[src/rtl/mem_port_arbiter.sv]
// Single-port memory arbiter for the fetch (read-only) and data sides.
// Data has priority; a starvation counter forces fetch through after STARVE_LIMIT losses.
module mem_port_arbiter #(
  parameter int ADDR_W       = 32,
  parameter int DATA_W       = 32,
  parameter int STARVE_LIMIT = 4
) (
  input  logic              CLK,
  input  logic              RESET,
  input  logic              I_READ,
  input  logic [ADDR_W-1:0] I_ADDRESS,
  output logic [DATA_W-1:0] I_READDATA,
  output logic              I_BUSYWAIT,
  input  logic              D_READ,
  input  logic              D_WRITE,
  input  logic [ADDR_W-1:0] D_ADDRESS,
  input  logic [DATA_W-1:0] D_WRITEDATA,
  output logic [DATA_W-1:0] D_READDATA,
  output logic              D_BUSYWAIT,
  output logic              MEM_READ,
  output logic              MEM_WRITE,
  output logic [ADDR_W-1:0] MEM_ADDRESS,
  output logic [DATA_W-1:0] MEM_WRITEDATA,
  input  logic [DATA_W-1:0] MEM_READDATA,
  input  logic              MEM_BUSYWAIT,
  output logic              OWNER
);

  localparam int CNT_W = $clog2(STARVE_LIMIT + 1);
  localparam logic [CNT_W-1:0] LIMIT = CNT_W'(STARVE_LIMIT);

  typedef enum logic [1:0] {
    S_IDLE,
    S_ISSUE,
    S_WAIT,
    S_RESP
  } state_t;

  state_t           r_state;
  logic [CNT_W-1:0] r_starve;

  logic w_dreq;
  logic w_idle;
  logic w_grant_i;
  logic w_grant_d;
  logic w_i_owned;
  logic w_resp;

  assign w_dreq    = D_READ | D_WRITE;
  assign w_idle    = (r_state == S_IDLE);
  assign w_resp    = (r_state == S_RESP);
  assign w_grant_i = w_idle & I_READ & ((r_starve == LIMIT) | ~w_dreq);
  assign w_grant_d = w_idle & w_dreq & ~w_grant_i;
  // While fetch holds the port it is not losing cycles.
  assign w_i_owned = ~w_idle & ~OWNER;

  assign I_BUSYWAIT = I_READ & ~(w_resp & ~OWNER);
  assign D_BUSYWAIT = w_dreq & ~(w_resp & OWNER);

  always_ff @(posedge CLK) begin
    if (RESET) begin
      r_state       <= S_IDLE;
      r_starve      <= '0;
      OWNER         <= 1'b0;
      MEM_READ      <= 1'b0;
      MEM_WRITE     <= 1'b0;
      MEM_ADDRESS   <= '0;
      MEM_WRITEDATA <= '0;
      I_READDATA    <= '0;
      D_READDATA    <= '0;
    end else begin
      if (~I_READ | w_grant_i | w_i_owned) begin
        r_starve <= '0;
      end else if (r_starve != LIMIT) begin
        r_starve <= r_starve + CNT_W'(1);
      end

      unique case (r_state)
        S_IDLE: begin
          if (w_grant_i) begin
            OWNER       <= 1'b0;
            MEM_ADDRESS <= I_ADDRESS;
            MEM_READ    <= 1'b1;
            MEM_WRITE   <= 1'b0;
            r_state     <= S_ISSUE;
          end else if (w_grant_d) begin
            OWNER         <= 1'b1;
            MEM_ADDRESS   <= D_ADDRESS;
            MEM_WRITEDATA <= D_WRITEDATA;
            MEM_WRITE     <= D_WRITE;
            MEM_READ      <= ~D_WRITE;
            r_state       <= S_ISSUE;
          end
        end
        S_ISSUE: begin
          r_state <= S_WAIT;
        end
        S_WAIT: begin
          if (~MEM_BUSYWAIT) begin
            if (MEM_READ) begin
              if (OWNER) begin
                D_READDATA <= MEM_READDATA;
              end else begin
                I_READDATA <= MEM_READDATA;
              end
            end
            MEM_READ  <= 1'b0;
            MEM_WRITE <= 1'b0;
            r_state   <= S_RESP;
          end
        end
        S_RESP: begin
          r_state <= S_IDLE;
        end
        default: begin
          r_state <= S_IDLE;
        end
      endcase
    end
  end

endmodule

[config.mk]
export PLATFORM = sky130hd
export DESIGN_NAME = mem_port_arbiter
export DESIGN_NICKNAME = d
export VERILOG_FILES = /design/src/rtl/mem_port_arbiter.sv
export SDC_FILE = /design/constraint.sdc
export NUM_CORES = 1
export LEC_CHECK = 0
export CAP_MARGIN = 20
export CELL_PAD_IN_SITES_DETAIL_PLACEMENT = 1
export CELL_PAD_IN_SITES_GLOBAL_PLACEMENT = 2
export CORE_ASPECT_RATIO = 0.9
export CORE_UTILIZATION = 37
export CTS_BUF_LIST = sky130_fd_sc_hd__clkbuf_4 sky130_fd_sc_hd__clkbuf_8
export CTS_CLUSTER_DIAMETER = 60
export DETAILED_ROUTE_END_ITERATION = 12
export DONT_BUFFER_PORTS = 1
export PLACE_DENSITY = 0.95
export SLEW_MARGIN = 20
export SYNTH_ARGS = -nofsm -noshare
export SYNTH_HDL_FRONTEND = slang
export SYNTH_SLANG_ARGS = --single-unit
[constraint.sdc]
create_clock -name CLK -period 2.3 [get_ports CLK]
set_input_delay 0.69 -clock CLK [delete_from_list [all_inputs] [get_ports CLK]]
set_output_delay 0.69 -clock CLK [all_outputs]
set_load 0.005 [all_outputs]
* After elaboration in Yosys (flattened, before gate mapping)
Cells that the tools add are included.
** Word-level totals
- Register bits after elaboration :: 136
- Input port bits :: 134
- Bits in latches :: 0
- Bits in writable memories :: 0
- Bits in read-only memories :: 0
- Memories kept :: 0
** Operators by class
- Order comparisons :: 0
- Reductions and logical operators :: 10
- Divide/modulo/power cells :: 0
- Shift-type cells :: 0
- Bitwise operators :: 22
- $add $sub $neg :: 1
- Mux-type cells :: 15
- Multipliers :: 0
- Equality and inequality tests :: 7
** Operator list (count)
- 2-to-1 mux 32 bit :: 2
- bitwise AND 1 bit :: 9
- inverter 1 bit :: 9
- case mux 2 bit (4 select lines) :: 1
- AND reduction 4 bit :: 2
- 2-to-1 mux 1 bit :: 7
- 2-to-1 mux 2 bit :: 3
- AND reduction 3 bit :: 2
- equality test 2 bit (second input constant) :: 2
- OR 1 bit :: 4
- case mux 1 bit (2 select lines) :: 2
- AND reduction 2 bit :: 2
- nonzero test 2 bit :: 2
- adder 3 x 1 -> 3 bit (second input constant) :: 1
- equality test 3 bit (second input constant) :: 1
- != test 3 x 1 -> 1 bit (second input constant) :: 1
- != test 3 bit (second input constant) :: 1
- equality test 2 x 1 -> 1 bit (second input constant) :: 1
- logical NOT 2 bit :: 1
- != test 2 bit (second input constant) :: 1
- OR reduction 2 bit :: 1

* Longest topological paths before layout
- Depth after elaboration :: 9
- Mapped depth :: 8
- Mapped depth without buffers :: 5

* Least setup slack after synthesis
Ideal clock, no wire load.
- Path kind :: input -> output
- Start :: input port I_READ
- End :: output port I_BUSYWAIT
- Path buffers :: 1
- Stages :: 2
- Arrival time :: 1.059 ns
- Slack :: 0.551 ns
- Cell sequence :: clkbuf_2 > a21boi_0
** Between the ends
- Longest elaborated chain between the ends :: 1
** RTL lines
- from (decl) :: line 10 : input logic I_READ,
- bitwise AND 1 bit :: line 57 : assign I_BUSYWAIT = I_READ & ~(w_resp & ~OWNER);
- to (decl) :: line 13 : output logic I_BUSYWAIT,
No other way between the ends.

* Final worst setup path
- Start :: register OWNER
- End :: output port I_BUSYWAIT
** Between the ends
- Longest elaborated chain between the ends :: 4
** RTL lines
- from (decl) :: line 26 : output logic OWNER
- from (signal assigned) :: line 64 : OWNER <= 1'b0;
- from (signal assigned) :: line 81 : OWNER <= 1'b0;
- from (signal assigned) :: line 87 : OWNER <= 1'b1;
- inverter 1 bit (no line)
- bitwise AND 1 bit :: line 57
- inverter 1 bit :: line 57
- bitwise AND 1 bit :: line 57
No other way between the ends.

==> flow_metrics.py <==
metrics = {
    "final_layout": {
        "final_cell_mix": "nand2_1 (138), dfxtp_1 (136), a21oi_1 (98), o21ai_0 (66), nand3_1 (66)",
        "diodes": 0,
        "area_growth_pct": 9.56,
        "n_fill_cell": 1730,
        "mostFrequentLayoutCell": "nand2_1",
        "drive_gt1_share_pct": 8.40,
        "num-nets-final": 782,
        "post_layout_nonfiller_instances": 848,
    },
    "place": {
        "dpl.hpwl_mm": 11.0,
        "io_buffers": 0,
        "dp.cells": 816,
        "routabilityCongestion": 0.746,
    },
    "power": {
        "switchingPower_mw": 2.14,
        "p_int_mw": 4.42,
        "comb_power_share_pct": 20.7,
        "cellPowerDensity_nw_per_um2": 1110,
        "power_frac_seq_pct": 47.2,
        "leakage_nw": 1.96,
        "p_clk_share_pct": 32.1,
        "p_total_mw": 6.56,
        "irDropWorstVdd_v": 0.000443,
        "switching_share_pct": 32.6,
    },
    "cts": {
        "cts_sinks": 136,
        "cts.htree.levels": 4,
        "ctsResizeCount": 0,
        "post_cts_buffers": 0,
        "cts_root_buf": "clkbuf_8",
        "ctsLongestPathBuffers": 2,
        "cts_buffers": 17,
        "worstSkewPairLatency_ps": 440,
        "cts_hold_buffers": 0,
        "tritoncts": "built",
        "cts.clk_slew.worst_paths_ps": 80,
    },
    "timing": {
        "max_freq_mhz": 469,
        "slew_headroom_pct": 60.5,
        "period_minus_slack_ps": 2130,
        "worst_pin_slew_ps": 592,
        "timing.hold.ws_ps": 317,
        "finalCritPeriodShare_pct": 92.7,
        "fin_setup_tns_ps": 0,
        "setup_viol": 0,
        "clock_skew_ps": 14.4,
        "hold_viol_final": 0,
        "maxSlewViolCount": 0,
        "rsz0062_at_grt": "false",
    },
    "detailed_routing": {
        "routed_wl_mm": 16.1,
        "wl_per_cell_um": 19.0,
        "vias": 4762,
        "initialDrtViolationCount": 247,
        "via_per_inst": 5.62,
        "ant_nets": 0,
        "drc": 0,
        "drtPass1Iterations": 4,
    },
    "grt": {
        "antenna_found_initial": 0,
        "grt_pass1_vias": 4889,
        "overflow": 0,
        "grt_max_degree": 101,
        "grt_usage_pct": 21.0,
        "grt_first_pass_wirelength_mm": 24.5,
    },
    "synthesis": {
        "synth_seq_cells": 136,
        "yosysWarnings": 0,
        "synth.cell_area_um2": 5410,
        "synth_cell_type_count": 37,
        "synth_edf_count": 0,
        "synth_cells": 676,
        "synth_mux_area_share_pct": 0.185,
        "synthXorXnorAreaFrac_pct": 0.162,
        "synthAdderAreaFrac_pct": 1.39,
        "async_flop_share_pct": 0,
        "synth_compound_area_share_pct": 24.0,
        "synth-seq-area-share_pct": 50.4,
        "syn_avg_cell_area_um2": 8.00,
        "synth_ff_type": "dfxtp_1",
        "synth_nets": 816,
        "synth_top_family_by_area": "compound AO/OA/AOI/OAI gates",
        "synthSimpleGateAreaFrac_pct": 17.9,
    },
    "die": {
        "dieArea_um2": 15100,
        "rows": 41,
        "die_h_um": 117,
        "start_util_pct": 38.2,
        "ioPinCount": 267,
        "die_w_um": 129,
        "core_area_um2": 14200,
    },
    "worst_setup_path": {
        "arrival_ps": 1440,
        "worstSetupPathType": "reg -> out",
        "crit_fanout": 9,
        "start_kind": "register",
        "crit_required_ps": 1610,
        "critPathCaptureType": "primary output",
    },
    "outcome": {
        "status": "finished clean",
    },
    "min_path": {
        "hold_path_class": "in -> reg",
    },
    "job": {
        "drv_cap": 0,
    },
}
## worst paths after layout
path / startpoint / end / slack [ps] / depth (start not counted)
setup reg to reg: r_state[0] / I_READDATA[28] / 400 / 6
hold / removal: RESET / MEM_WRITEDATA[22] / 320 / 1
setup / recovery: OWNER / I_BUSYWAIT / 170 / 2
hold reg to reg: I_READDATA[8] / I_READDATA[8] / 470 / 2
## sequential cells by signal, indices dropped and copies added (netlist names)
register and flops:
MEM_ADDRESS 32, MEM_WRITE 1, r_state 2, I_READDATA 32
MEM_WRITEDATA 32, OWNER 1, r_starve 3, D_READDATA 32
MEM_READ 1
## Yosys cell counts (2+ instances only)
library cell  count  share of area [%]
nand2_1         138                9.6
dfxtp_1         136                 50
a21oi_1          98                9.1
nand3_1          66                6.1
o21ai_0          66                6.1
a31oi_1          32                3.7
clkbuf_1         31                2.2
o21ai_1          31                2.9
buf_2            28                2.6
ha_1              6                1.4
inv_1             6               0.42
nor2_1            5               0.35
clkbuf_2          4               0.37
buf_4             3               0.42
a32o_1            2               0.37
nor3_1            2               0.19
nor4bb_1          2               0.37
## metrics by stage
| step | area, µm² | util (%) | setup slack [ps] |
|---|---|---|---|
| floorplan | 5410 | - | 551 |
| global placement | 5500 | 38.8 | 554 |
| detailed placement | 5500 | 38.8 | 426 |
| CTS | 5920 | 41.8 | 120 |
| global route | 5920 | 41.8 | 91.8 |
| finish | 5920 | 41.8 | 169 |
## cell type report
cell class | count | area [µm²] | share of cell area (%)
Sequential cell | 136 | 2720 | 46.0
Multi-Input combinational cell | 467 | 2380 | 40.2
Clock buffer | 21 | 283 | 4.77
Tap cell | 193 | 241 | 4.08
Clock inverter | 11 | 145 | 2.45
Timing Repair Buffer | 14 | 130 | 2.20
Inverter | 6 | 22.5 | 0.380
## critical path, stage by stage, from the launching register on
cell	delay, ps
dfxtp_1	610
inv_1	70
a21boi_0	340
## power by group through the flow
stage	clock, mW	combinational (mW)	sequential, mW
5_1_grt	2.28	1.53	3.15
3_5_place_dp	0	1.37	3.15
3_3_place_gp	0	1.27	3.14
2_1_floorplan	0	1.13	3.02
6_report	2.11	1.36	3.09
4_1_cts	2.16	1.36	3.10
## layer usage
layer  track usage (%)  share of wire, %
met2              37.3                50
met1              21.9                38
met4              7.98               1.4
met5                 0                 0
met3              9.25                11
## cells by family after synthesis
| logic type | Yosys count |
|---|---|
| fa+ha+maj | 6 |
| xor+xnor | 1 |
| buf+inv | 73 |
| mux | 1 |
| simple gates | 221 |
| compound gates | 238 |
| flops | 136 |
(Power assumes the default switching activity.)
